$ cat src/rtl/sram_store_pkg.sv
// sram_store_pkg
//   Shared definitions for the sram_store word store:
//   - state_t     : FSM state encoding (IDLE / ACCESS / CLEAR)
//   - cnt_width() : width of the wait-state counter, never less than 1 bit
package sram_store_pkg;

   typedef enum logic [1:0] {
      IDLE   = 2'd0,
      ACCESS = 2'd1,
      CLEAR  = 2'd2
   } state_t;

   // $clog2(1) is 0, so a zero-wait configuration still gets a 1-bit counter.
   function automatic int cnt_width(input int wait_states);
      if (wait_states < 1) begin
         return 1;
      end
      return $clog2(wait_states + 1);
   endfunction

endpackage

$ cat src/rtl/sram_array.sv
// sram_array
//   DEPTH x DATA_WIDTH single-port storage, synchronous write, asynchronous
//   read. No reset: contents survive reset. The caller guarantees addr is in
//   range whenever we is asserted and masks the read data when it is not.
// Ports:
//   clk    in   write clock
//   we     in   write enable, sampled on rising clk
//   addr   in   word address (shared by read and write)
//   wdata  in   write data
//   rdata  out  combinational read of mem[addr]
module sram_array #(
   parameter int DATA_WIDTH = 32,
   parameter int ADDR_WIDTH = 5,
   parameter int DEPTH      = 32
) (
   input  logic                  clk,
   input  logic                  we,
   input  logic [ADDR_WIDTH-1:0] addr,
   input  logic [DATA_WIDTH-1:0] wdata,
   output logic [DATA_WIDTH-1:0] rdata
);

   logic [DATA_WIDTH-1:0] mem [DEPTH];

   always_ff @(posedge clk) begin
      if (we) begin
         mem[addr] <= wdata;
      end
   end

   assign rdata = mem[addr];

endmodule

$ cat src/rtl/sram_store.sv
// sram_store
//   Clocked word store with a req/ready/done handshake, programmable wait
//   states and a hardware clear sweep that zeroes every implemented word.
// Ports:
//   clk       in   system clock, rising-edge active
//   reset_n   in   asynchronous active-low reset (control state and rdata)
//   req       in   access request, accepted only while ready
//   we        in   1 = write, 0 = read, sampled with req
//   clr       in   start clear sweep, accepted only while ready, beats req
//   addr      in   word address, captured on acceptance
//   wdata     in   write data, captured on acceptance
//   rdata     out  read result register, updated only on read commit
//   ready     out  high in IDLE
//   done      out  one-cycle pulse after an access or sweep completes
//   clearing  out  high while the sweep runs
module sram_store
   import sram_store_pkg::*;
#(
   parameter int DATA_WIDTH  = 32,
   parameter int ADDR_WIDTH  = 5,
   parameter int DEPTH       = 32,
   parameter int WAIT_STATES = 2
) (
   input  logic                  clk,
   input  logic                  reset_n,
   input  logic                  req,
   input  logic                  we,
   input  logic                  clr,
   input  logic [ADDR_WIDTH-1:0] addr,
   input  logic [DATA_WIDTH-1:0] wdata,
   output logic [DATA_WIDTH-1:0] rdata,
   output logic                  ready,
   output logic                  done,
   output logic                  clearing
);

   localparam int CNT_W = cnt_width(WAIT_STATES);

   // One extra bit so DEPTH == 2**ADDR_WIDTH is still representable.
   localparam logic [ADDR_WIDTH:0]   DEPTH_W   = (ADDR_WIDTH + 1)'(DEPTH);
   localparam logic [ADDR_WIDTH-1:0] LAST_ADDR = ADDR_WIDTH'(DEPTH - 1);
   localparam logic [CNT_W-1:0]      WAIT_INIT = CNT_W'(WAIT_STATES);

   state_t                  state_q, state_d;
   logic [CNT_W-1:0]        cnt_q, cnt_d;
   logic [ADDR_WIDTH-1:0]   ptr_q, ptr_d;
   logic                    done_q, done_d;
   logic [DATA_WIDTH-1:0]   rdata_q, rdata_d;

   // Request fields captured on acceptance; data path only, never reset.
   logic                    lat_load;
   logic                    lat_we_q;
   logic [ADDR_WIDTH-1:0]   lat_addr_q;
   logic [DATA_WIDTH-1:0]   lat_wdata_q;

   logic                    in_range;
   logic                    arr_we;
   logic [ADDR_WIDTH-1:0]   arr_addr;
   logic [DATA_WIDTH-1:0]   arr_wdata;
   logic [DATA_WIDTH-1:0]   arr_rdata;

   assign in_range = ({1'b0, lat_addr_q} < DEPTH_W);

   sram_array #(
      .DATA_WIDTH (DATA_WIDTH),
      .ADDR_WIDTH (ADDR_WIDTH),
      .DEPTH      (DEPTH)
   ) u_array (
      .clk   (clk),
      .we    (arr_we),
      .addr  (arr_addr),
      .wdata (arr_wdata),
      .rdata (arr_rdata)
   );

   always_comb begin
      state_d   = state_q;
      cnt_d     = cnt_q;
      ptr_d     = ptr_q;
      done_d    = 1'b0;
      rdata_d   = rdata_q;
      lat_load  = 1'b0;
      arr_we    = 1'b0;
      arr_addr  = lat_addr_q;
      arr_wdata = lat_wdata_q;

      unique case (state_q)
         IDLE: begin
            if (clr) begin
               state_d = CLEAR;
               ptr_d   = '0;
            end else if (req) begin
               state_d  = ACCESS;
               cnt_d    = WAIT_INIT;
               lat_load = 1'b1;
            end
         end

         ACCESS: begin
            if (cnt_q != '0) begin
               cnt_d = cnt_q - CNT_W'(1);
            end else begin
               // Out-of-range writes are dropped; out-of-range reads return 0.
               if (lat_we_q) begin
                  arr_we = in_range;
               end else begin
                  rdata_d = in_range ? arr_rdata : '0;
               end
               done_d  = 1'b1;
               state_d = IDLE;
            end
         end

         CLEAR: begin
            arr_we    = 1'b1;
            arr_addr  = ptr_q;
            arr_wdata = '0;
            ptr_d     = ptr_q + ADDR_WIDTH'(1);
            if (ptr_q == LAST_ADDR) begin
               done_d  = 1'b1;
               state_d = IDLE;
            end
         end

         default: begin
            state_d = IDLE;
         end
      endcase
   end

   // Reset forces IDLE asynchronously, so a pending commit or sweep write
   // never reaches the array and done cannot pulse for it.
   always_ff @(posedge clk or negedge reset_n) begin
      if (!reset_n) begin
         state_q <= IDLE;
         cnt_q   <= '0;
         ptr_q   <= '0;
         done_q  <= 1'b0;
         rdata_q <= '0;
      end else begin
         state_q <= state_d;
         cnt_q   <= cnt_d;
         ptr_q   <= ptr_d;
         done_q  <= done_d;
         rdata_q <= rdata_d;
      end
   end

   always_ff @(posedge clk) begin
      if (lat_load) begin
         lat_we_q    <= we;
         lat_addr_q  <= addr;
         lat_wdata_q <= wdata;
      end
   end

   assign rdata    = rdata_q;
   assign ready    = (state_q == IDLE);
   assign done     = done_q;
   assign clearing = (state_q == CLEAR);

endmodule

$ cat config.mk
export PLATFORM = sky130hd
export DESIGN_NAME = sram_store
export DESIGN_NICKNAME = d
export VERILOG_FILES = /design/src/rtl/sram_store_pkg.sv /design/src/rtl/sram_array.sv /design/src/rtl/sram_store.sv
export SDC_FILE = /design/constraint.sdc
export NUM_CORES = 1
export LEC_CHECK = 0
export CORE_MARGIN = 2
export CORE_UTILIZATION = 40
export CTS_CLUSTER_DIAMETER = 40
export CTS_CLUSTER_SIZE = 8
export DETAILED_ROUTE_END_ITERATION = 10
export PLACE_DENSITY_LB_ADDON = 0.05
export SKIP_LAST_GASP = 1
export SLEW_MARGIN = 20
export SYNTH_ARGS = -nofsm -noshare
export SYNTH_HDL_FRONTEND = slang
export SYNTH_SLANG_ARGS = --single-unit
$ cat constraint.sdc
create_clock -name clk -period 8.3 [get_ports clk]
set_clock_uncertainty 0.2 [all_clocks]
set_input_delay 0.83 -clock clk [delete_from_list [all_inputs] [get_ports clk]]
set_output_delay 0.83 -clock clk [all_outputs]
set_load 0.02 [all_outputs]
==> flow_summary.toml <==
[setup_path]
crit_type = "reg -> reg"
endpoint = "u_array.mem[2][10]"
crit_required_ps = 8480
worstPathMaxFanout = 39
start_kind = "flip-flop"
cpMostUsedCell = "buf_4"
reg2reg_slack_ps = 3270
cp-end-kind = "flip-flop"
rr_worst_depth = 8
crit_path_cell_trace = "inv_1 -> ha_4 -> buf_4 -> o21ai_0 -> nor2_1 -> nand2_1 -> nor2_4 -> buf_4"
cpPeakStageDelay_ps = 800
timing.rr.start = "state_q[0]"
arrival_ps = 5210
crit_start = "state_q[0]"
crit_slowest_cell = "nor2_4"
r2r-end = "u_array.mem[2][10]"

[cts]
cts_buffers = 177
clkTransAtPathRegs_ps = 50
clock_latency_ps = 760
cts_hold_buf = 0
post_cts_resized = 0
cts_root_buf = "clkbuf_16"
cts_buffer_depth = 3
clock-sinks = 1104
cts_tree = "done"
post_cts_buffers = 0
cts_max_level = 4

[global_route]
antenna_found_initial = 1
grt_pass1_vias = 24540
grt_usage_pct = 24.74
grt_max_degree = 127
grt_pass1_wl_um = 187700
grt.overflow.total = 0

[synth]
synth_top_area_cell = "edfxtp_1"
ys_ff_latch = 1104
ys_warn_count = 0
synth_area_um2 = 42320
ys_seq_area_share_pct = 77.85
syn_inst = 2483
synth-edff-count = 1062
synth-async-reset-ratio_pct = 3.804
synth_top_area_share_pct = 75.36
synthDistinctLibCells = 56
synth.avg_cell_area_um2 = 17.04
synth_most_common_cell = "edfxtp_1"
synth.area.top_cells = "edfxtp_1 75%, mux2i_1 5.3%, o21ai_0 3.6%"
syn-num-nets = 2531
ys.flop_type = "edfxtp_1"
synth_common_cells = "1,062 x edfxtp_1, 301 x o21ai_0, 223 x mux2i_1"

[sta]
fin_crit_sh_pct = 60.58
finalMaxSlewViolations = 0
period_needed_ps = 5028
tightest_slew_ps = 1193
relSlewSlack_pct = 19.71
setup_viol_count_final = 0
tns_ps = 0
fin_ws_ps = 3272
rsz0062_at_grt = "no"
fmax_mhz = 198.9
final_hold_viol_count = 0

[place]
dpl_worst_slack_ps = 3296
portBuffers = 76
placed_cells = 3877
gp_congestion = 0.7930
place_area_um2 = 45610
dp_hpwl_um = 78950

[floorplanning]
ios = 77
fp.coreArea_um2 = 105100
std_cell_rows = 119
fp.dieH_um = 329.3
die_w_um = 329.3
die_area_um2 = 108400
start_util_pct = 40.26

[routing]
vias_per_cell = 5.842
vias = 24440
dr.pass1.iters = 6
first_iter_violations = 2476
ant_nets = 1
drt_wl_total_um = 133500
drc = 0
avgRoutedWirePerCell_um = 31.91

[cells_and_area]
fin_nets = 2714
syn_to_final_growth_pct = 20.88
stdcell_count = 4183
final_cell_area_um2 = 51150
drive_gt1_share_pct = 16.69
final_util_pct = 48.66

[job]
cap_violations = 0

[pwr]
peakVddDrop_v = 0.0002149
cellLeakagePower_uw = 0.01664
powerDensity_nw_per_um2 = 334.3

[run_status]
status = "complete, but fails checks"
violations = "antenna rules"

[hold_path]
hp-class = "in -> async"
==> placed cells by master, fill, tap and decap left out, types with 7 or more instances in the layout <==
| master | instances |
|---|---|
| clkbuf_16 | 184 |
| clkbuf_8 | 12 |
| o21ai_0 | 294 |
| clkbuf_1 | 59 |
| mux4_2 | 52 |
| clkinv_2 | 13 |
| a222oi_1 | 8 |
| buf_12 | 8 |
| clkdlybuf4s50_1 | 75 |
| edfxtp_1 | 1062 |
| nand2_1 | 119 |
| o22ai_1 | 88 |
| nor2b_4 | 30 |
| nor2_1 | 38 |
| a21oi_1 | 89 |
| buf_4 | 68 |
| inv_1 | 10 |
| mux2i_1 | 222 |
| nor2_4 | 34 |
| nand4_1 | 23 |
| bufinv_16 | 11 |
| nor4_1 | 40 |
| a41oi_1 | 44 |
| a31oi_1 | 28 |
| clkinv_1 | 12 |
| o21ai_2 | 7 |
| dfrtp_1 | 42 |
==> flip-flops by register name, summed over array words and instances, names as in the netlist <==
signal       cells
cnt_q            2
done             1
ptr_q            5
rdata           32
u_array.mem   1024
lat_addr_q       5
lat_wdata_q     32
state_q          2
lat_we_q         1
==> critical path, delay by kind of cell (launching register included) <==
kind	cells	cell delay (ps)
and+or+nand+nor	3	1560
buffers and inverters	3	1370
adders and majority gates	1	660
AOI/OAI and AO/OA	1	410
DFF	1	400
==> final cells by class <==
class | instances | area [um^2]
well taps | 1391 | 1740
flip-flops and latches | 1104 | 32940
multi-input cells | 1217 | 9375
clock inverters | 44 | 514.2
diodes | 6 | 15.01
inverters | 10 | 37.54
repair buffers | 156 | 1536
clock buffers | 255 | 4991
fillers | 8903 | 53970
==> per-layer routing <==
metal  vias up  GRT usage, %  part of all wire [%]
met5         -             0                     0
met1     12930         33.28                    42
met2       913         41.84                    50
met4         0         6.996                   2.3
met3       206         3.788                   5.5
li1      10390             -                     -
==> how the worst min path moves through the flow <==
stage                     cells after the start         to  slack, ps      from
after floorplan                               1   cnt_q[0]        270  cnt_q[0]
after global placement                        1   cnt_q[0]        280  cnt_q[0]
after detailed placement                      1   cnt_q[0]        320  cnt_q[0]
after CTS                                     2  rdata[20]         80   reset_n
after global routing                          2   cnt_q[0]        120   reset_n
final                                         2  rdata[20]        100   reset_n
==> cell families after synthesis <==
group                    synth area share [%]
flip-flops                              77.85
AO/OA/AOI/OAI                           8.185
AND/OR/NAND/NOR                         3.912
multiplexers                            8.279
buffers and inverters                   1.600
adder cells (fa/ha/maj)                0.1774
==> power breakdown <==
part | internal, uW | switching (uW)
Sequential | 6730 | 144
Combinational | 1010 | 2340
Clock | 4450 | 2430
==> stage by stage <==
stage / hold slack, ps / total power (uW)
global placement: 282.9 / 10330
floorplan: 265.8 / 8763
detailed placement: 322.2 / 10370
global route: 116.9 / 17640
finish: 95.24 / 17100
CTS: 79.41 / 17240
(Power assumes the default switching activity.)
